$ cat config.mk
export PLATFORM = sky130hd
export DESIGN_NAME = sbox_word_scheduler
export DESIGN_NICKNAME = d
export VERILOG_FILES = /design/src/rtl/sbox_word_scheduler.sv
export SDC_FILE = /design/constraint.sdc
export NUM_CORES = 1
export LEC_CHECK = 0
export CORE_MARGIN = 2
export CORE_UTILIZATION = 30
export DETAILED_ROUTE_END_ITERATION = 10
export PLACE_DENSITY = 0.68
export REMOVE_ABC_BUFFERS = 1
export SKIP_LAST_GASP = 1
export SLEW_MARGIN = 5
export SYNTH_ARGS = -nofsm -noshare
export SYNTH_HDL_FRONTEND = slang
export SYNTH_SLANG_ARGS = --single-unit
$ cat constraint.sdc
create_clock -name clk_i -period 4.8 [get_ports clk_i]
set_input_delay 0.96 -clock clk_i [delete_from_list [all_inputs] [get_ports clk_i]]
set_output_delay 0.96 -clock clk_i [all_outputs]
set_load 0.005 [all_outputs]
$ cat src/rtl/sbox_word_scheduler.sv
// rtl/sbox_word_scheduler.sv - arbitrates two 32-bit word requesters onto one byte-wide shared S-box
module sbox_word_scheduler #(
    parameter bit FAIR = 1'b1
) (
    input  logic        clk_i,
    input  logic        rst_i,
    input  logic [1:0]  req_i,
    input  logic [31:0] word0_i,
    input  logic [31:0] word1_i,
    input  logic        inv0_i,
    input  logic        inv1_i,
    output logic [1:0]  gnt_o,
    output logic [7:0]  sbox_data_o,
    output logic        sbox_inv_o,
    input  logic [7:0]  sbox_data_i,
    output logic        valid_o,
    input  logic        ready_i,
    output logic [31:0] result_o,
    output logic        owner_o,
    output logic        busy_o
);

    typedef enum logic [1:0] {IDLE, BUSY, DONE} state_t;

    state_t      state;
    state_t      state_n;
    logic [31:0] word_q;
    logic [31:0] result_q;
    logic        inv_q;
    logic        owner_q;
    logic        last_q;
    logic [1:0]  cnt;
    logic        winner;
    logic        grant;

    // On contention the round-robin mode favours whoever was not served last
    always_comb begin
        winner = 1'b0;
        case (req_i)
            2'b01:   winner = 1'b0;
            2'b10:   winner = 1'b1;
            2'b11:   winner = FAIR ? ~last_q : 1'b0;
            default: winner = 1'b0;
        endcase
    end

    assign grant = (state == IDLE) && (req_i != 2'b00);

    always_comb begin
        state_n = state;
        gnt_o   = 2'b00;
        case (state)
            IDLE: begin
                if (grant) begin
                    state_n = BUSY;
                    gnt_o   = winner ? 2'b10 : 2'b01;
                end
            end
            BUSY: begin
                if (cnt == 2'd3) begin
                    state_n = DONE;
                end
            end
            DONE: begin
                if (ready_i) begin
                    state_n = IDLE;
                end
            end
            default: state_n = IDLE;
        endcase
    end

    always_ff @(posedge clk_i or posedge rst_i) begin
        if (rst_i) begin
            state    <= IDLE;
            word_q   <= '0;
            result_q <= '0;
            inv_q    <= 1'b0;
            owner_q  <= 1'b0;
            last_q   <= 1'b1;
            cnt      <= 2'd0;
        end else begin
            state <= state_n;
            if (grant) begin
                word_q  <= winner ? word1_i : word0_i;
                inv_q   <= winner ? inv1_i : inv0_i;
                owner_q <= winner;
                last_q  <= winner;
                cnt     <= 2'd0;
            end
            // One byte per cycle; untouched bytes keep their previous contents
            if (state == BUSY) begin
                result_q[{cnt, 3'b000} +: 8] <= sbox_data_i;
                cnt                          <= cnt + 2'd1;
            end
        end
    end

    assign sbox_data_o = (state == BUSY) ? word_q[{cnt, 3'b000} +: 8] : 8'h00;
    assign sbox_inv_o  = (state == BUSY) ? inv_q : 1'b0;
    assign valid_o     = (state == DONE);
    assign busy_o      = (state != IDLE);
    assign result_o    = result_q;
    assign owner_o     = owner_q;

endmodule

# Word level (Yosys, flattened, before mapping)
# Index checks and enable logic that the tools add are counted.
[totals]
wordCells = 42
out_inout_bits = 46
reg_bits = 71
[classes]
reduce_logical = 6
n_eq_ne = 8
bitwise = 1
shifts = 3
add_sub_neg = 2
muxes = 15
[op_table]
columns = ["op", "n"]
rows = [
  ["bitwise mux 32 bit", 1],
  ["two-way mux 32 bit", 1],
  ["variable shift 8 x 7 -> 32 bit, first input constant", 1],
  ["variable part select 32 x 6 -> 8 bit", 1],
  ["variable part select 8 x 7 -> 32 bit", 1],
  ["two-way mux 2 bit", 8],
  ["equality test 2 bit, second input constant", 4],
  ["two-way mux 8 bit", 1],
  ["negator 5 -> 7 bit", 1],
  ["one-hot mux 2 bit (3 select lines)", 1],
  ["nonzero test 2 bit", 3],
  ["inequality test 2 bit, second input constant", 2],
  ["AND reduction 3 bit", 1],
  ["adder 2 x 1 -> 2 bit, second input constant", 1],
  ["equality test 2 x 1 -> 1 bit, second input constant", 1],
  ["logical NOT 2 bit", 1],
  ["two-way mux 1 bit", 2],
  ["inequality test 2 x 1 -> 1 bit, second input constant", 1],
  ["one-hot mux 1 bit (2 select lines)", 1],
  ["logical AND 1 bit", 1],
  ["inverter 1 bit", 1],
]

# Longest topological paths before layout
[depth]
word_depth = 5
mapped_depth = 8

# Worst setup path after synthesis
# Ideal clock, no wire load.
[synth_path]
kind = "input port to output port"
from = "input port req_i[1]"
to = "output port gnt_o[1]"
path_slack_ns = 2.175
t_required_ns = 3.840
arrival_ns = 1.665
cell_stages = 3
cell_sequence = "a21boi_1 -> clkbuf_1 -> and2_1"
[synth_via]
elab_chain_cells = 5
elab_cells_between_ends = 8
cone_classes = "eq/ne (2); mux (4); reduce/logical (2)"
[synth_lines]
columns = ["item", "line_no", "source"]
rows = [
  ["start: declaration", "7", "input logic [1:0] req_i,"],
  ["equality test 2 bit", "39", "case (req_i)"],
  ["one-hot mux 1 bit (2 select lines)", "39", ""],
  ["two-way mux 2 bit", "56", "gnt_o = winner ? 2'b10 : 2'b01;"],
  ["two-way mux 2 bit *", "54", "if (grant) begin"],
  ["two-way mux 2 bit *", "52", "case (state)"],
  ["end: declaration", "12", "output logic [1:0] gnt_o,"],
]
# Every way passes the cells marked *; elsewhere a longest branch is shown, timed or not.

# Worst setup path after layout
# Ends and elaborated chain as after synthesis.

==> results.cfg <==
[route]
vias_per_cell = 5.059
antenna_left = 0
post_detailed_routing_wire_length_um = 9085
vias = 2727
detail_route.drc_violations = 0
post_drt_wl_per_cell_um = 16.86
first_iter_violations = 99
drt-pass1-iter-count = 6

[sta]
clock_skew_ns = 0.007623
fin_tns_setup_ns = 0
setup_violations = 0
finalMaxSlewViolations = 0
grt_setup_unrepaired = false
layout_setup_ws_ns = 1.152
max_freq_mhz = 274.1
finalHoldViolCount = 0
worst-slew-pin-transition_ns = 1.090
post-route-period-util_pct = 76.01
finalCriticalPeriod_ns = 3.648
max_slew_margin_pct = 27.20

[global_route]
globalRouteOverflowTotal = 0
first_global_vias = 2810
grt_start_max_net_pins = 38
grt_pass1_wl_um = 14410
grt_antenna_before_repair = 0
globalRouteTotalUtil_pct = 16.09

[run]
drv_cap = 0

[placement]
dpl_worst_slack_ns = 1.150
place.gp.congestion = 0.7733
portBuffers = 124
dpl.hpwl_um = 6557

[floorplan]
design.core.area_mm2 = 0.01075
die_area_mm2 = 0.01180
core.rowCount = 38
floorplan.die.height_um = 108.7
count_of_pins_on_the_block_boundary = 125
floorplan.die.width_um = 108.7
floorplan.initialDensity_pct = 30.58

[yosys]
synth_cell_type_count = 30
synth_compound_gate_area_share_pct = 18.85
synth-edff-count = 0
synth_seq_area_share_pct = 54.11
share_of_synthesized_cell_area_in_and_or_nand_and_nor_gates_pct = 16.30
synth_area_leader_cell = sky130_fd_sc_hd__dfrtp_1
syn_avg_cell_area_um2 = 11.95
post_synth_xor_area_fraction_pct = 0
synth_largest_type_area_fraction_pct = 53.31
dominant_combinational_cell_family_by_area_after_synthesis = compound AO/OA/AOI/OAI gates
synth_commonest_cells = 70 x sky130_fd_sc_hd__dfrtp_1, 34 x sky130_fd_sc_hd__and3_1, 33 x sky130_fd_sc_hd__a221o_1
yosys.area_share.adder_pct = 1.904
synth.top_cells.by_area = sky130_fd_sc_hd__dfrtp_1 53%, sky130_fd_sc_hd__a221o_1 10%, sky130_fd_sc_hd__and3_1 6.5%, sky130_fd_sc_hd__mux4_2 5.5%, sky130_fd_sc_hd__a22o_1 4.8%
synth.ff_latch_count = 71
synthMostInstantiatedCell = sky130_fd_sc_hd__dfrtp_1
synth_cells = 275
synthFlopType = sky130_fd_sc_hd__dfrtp_1
post_synth_mux_area_share_pct = 5.484
syn_area_mm2 = 0.003286
postSynth.asyncResetShare_pct = 100.0
yosysWarnings = 0

[power_and_ir_drop]
internal_cell_power_mw = 1.962
static_leak_nw = 2.116
netSwitchingPower_mw = 0.9945
p_per_area_mw_per_mm2 = 611.4
switching_share_pct = 33.64
power_frac_clock_pct = 15.9
max-vdd-ir-drop_mv = 0.2070
comb_power_share_pct = 46.4
seqPwrFrac_pct = 37.7

[critical_path]
worst-endpoint-arrival_ns = 2.69
r2r_start = cnt[0]
worst-setup-path-type = primary input to output pin
path_max_fanout = 34
timing.reg2reg.setup_slack_ns = 2.09
setup.worst_path.start_class = primary input
endpoint_kind = output pin
r2r_cells = 5
crit_required_ns = 3.84
setup.worst_path.end = gnt_o[1]
reg2reg_to = result_o[25]
timing.critical_path.from = req_i[1]

[cells_and_area]
fillCellCount = 1030
seqCellArea_mm2 = 0.001778
layout.nets = 478
multiInputGateArea_mm2 = 0.001401
syn_to_final_growth_pct = 47.18
layout_cell_share_with_drive_strength_beyond_1_pct = 8.521
insertedDiodeCount = 0

[cts]
clock_insertion_delay_worst_skew_ns = 0.34
cts-buffers-inserted = 9
max-clock-path-buffers = 2
tritoncts = yes
ctsRootBufferMaster = sky130_fd_sc_hd__clkbuf_8
post_cts.resized_instances = 0
cts-htree-levels = 3
clock-sinks = 71
cts.repair_timing.setup_buffer_count = 0
postCtsHoldBufs = 0
clkTransAtPathRegs_ns = 0.07

[min_path]
worst_hold_path_type = flip-flop to flip-flop

[outcome]
outcome = completed
==> sequential cells by signal, indices dropped and copies added, names as in the netlist <==
name      flops
owner_o       1
state         2
inv_q         1
word_q       32
last_q        1
cnt           2
result_o     32
==> worst min path at each step <==
stage                  from           end  slack, ns  depth (start not counted)
4_1_cts         result_o[9]   result_o[9]       0.49                          2
3_5_place_dp    result_o[9]   result_o[9]       0.47                          2
6_report        result_o[9]   result_o[9]       0.48                          2
3_3_place_gp   result_o[24]  result_o[24]       0.46                          2
2_1_floorplan         inv_q         inv_q       0.47                          1
5_1_grt         result_o[9]   result_o[9]       0.50                          2
==> through the flow <==
step | util (%) | power [mW] | std cells | hold slack [ns] | area [µm²]
2_1_floorplan | - | 1.792 | 255 | 0.4712 | 3194
3_3_place_gp | 43.22 | 2.469 | 523 | 0.4597 | 4644
3_5_place_dp | 43.22 | 2.516 | 523 | 0.4709 | 4644
4_1_cts | 45.00 | 2.993 | 539 | 0.4873 | 4836
5_1_grt | 45.00 | 3.174 | 539 | 0.5036 | 4836
6_report | 45.00 | 2.957 | 539 | 0.4834 | 4836
==> layout make-up <==
| cell class | count | share of cell area (%) |
|---|---|---|
| Clock buffer | 13 | 3.079 |
| Clock inverter | 3 | 0.8797 |
| Inverter | 5 | 0.3881 |
| Multi-Input combinational cell | 179 | 28.98 |
| Sequential cell | 71 | 36.77 |
| Tap cell | 140 | 3.622 |
| Timing Repair Buffer | 128 | 26.29 |
==> power by group through the flow <==
| stage | Sequential, mW | Combinational (mW) | Clock [mW] |
|---|---|---|---|
| 2_1_floorplan | 1.07 | 0.724 | 0 |
| 3_3_place_gp | 1.11 | 1.35 | 0 |
| 3_5_place_dp | 1.13 | 1.39 | 0 |
| 4_1_cts | 1.12 | 1.39 | 0.482 |
| 5_1_grt | 1.15 | 1.51 | 0.513 |
| 6_report | 1.12 | 1.37 | 0.469 |
==> critical path, stage by stage <==
cell	delay (ns)
sky130_fd_sc_hd__clkdlybuf4s50_1	0.54
sky130_fd_sc_hd__a21boi_2	0.17
sky130_fd_sc_hd__buf_4	0.29
sky130_fd_sc_hd__and2_1	0.22
sky130_fd_sc_hd__clkdlybuf4s50_1	0.51
==> layout by cell type, fill, tap and decap left out, drive strengths merged <==
cell and count:
a22o 18, inv 5, o211ai 1, nor4b 1, a21boi 1, and4bb 1
clkdlybuf4s50 124, buf 4, dfstp 1, and2 10, nand2b 3, and3 34
a221o 33, clkbuf 13, nor2 4, ha 5, nor2b 1, nand3b 3
nand4bb 1, o31ai 1, clkinvlp 1, nor3 1, o21ai 18, dfrtp 70
nand2 32, clkinv 1, nor4 1, mux4 8, bufinv 1, a21o 2
==> logic make-up after synthesis <==
| family | after synthesis |
|---|---|
| compound gates | 74 |
| fa+ha+maj | 5 |
| buf+inv | 25 |
| flops | 71 |
| mux | 8 |
| simple gates | 92 |
==> metal layers <==
metal	part of all wire, %	global-route usage (%)
met1	43	20.66
met2	47	25.85
met3	8.8	4.543
met4	0.98	6.136
met5	0	0
No activity file was read; power rests on OpenSTA's default activity.
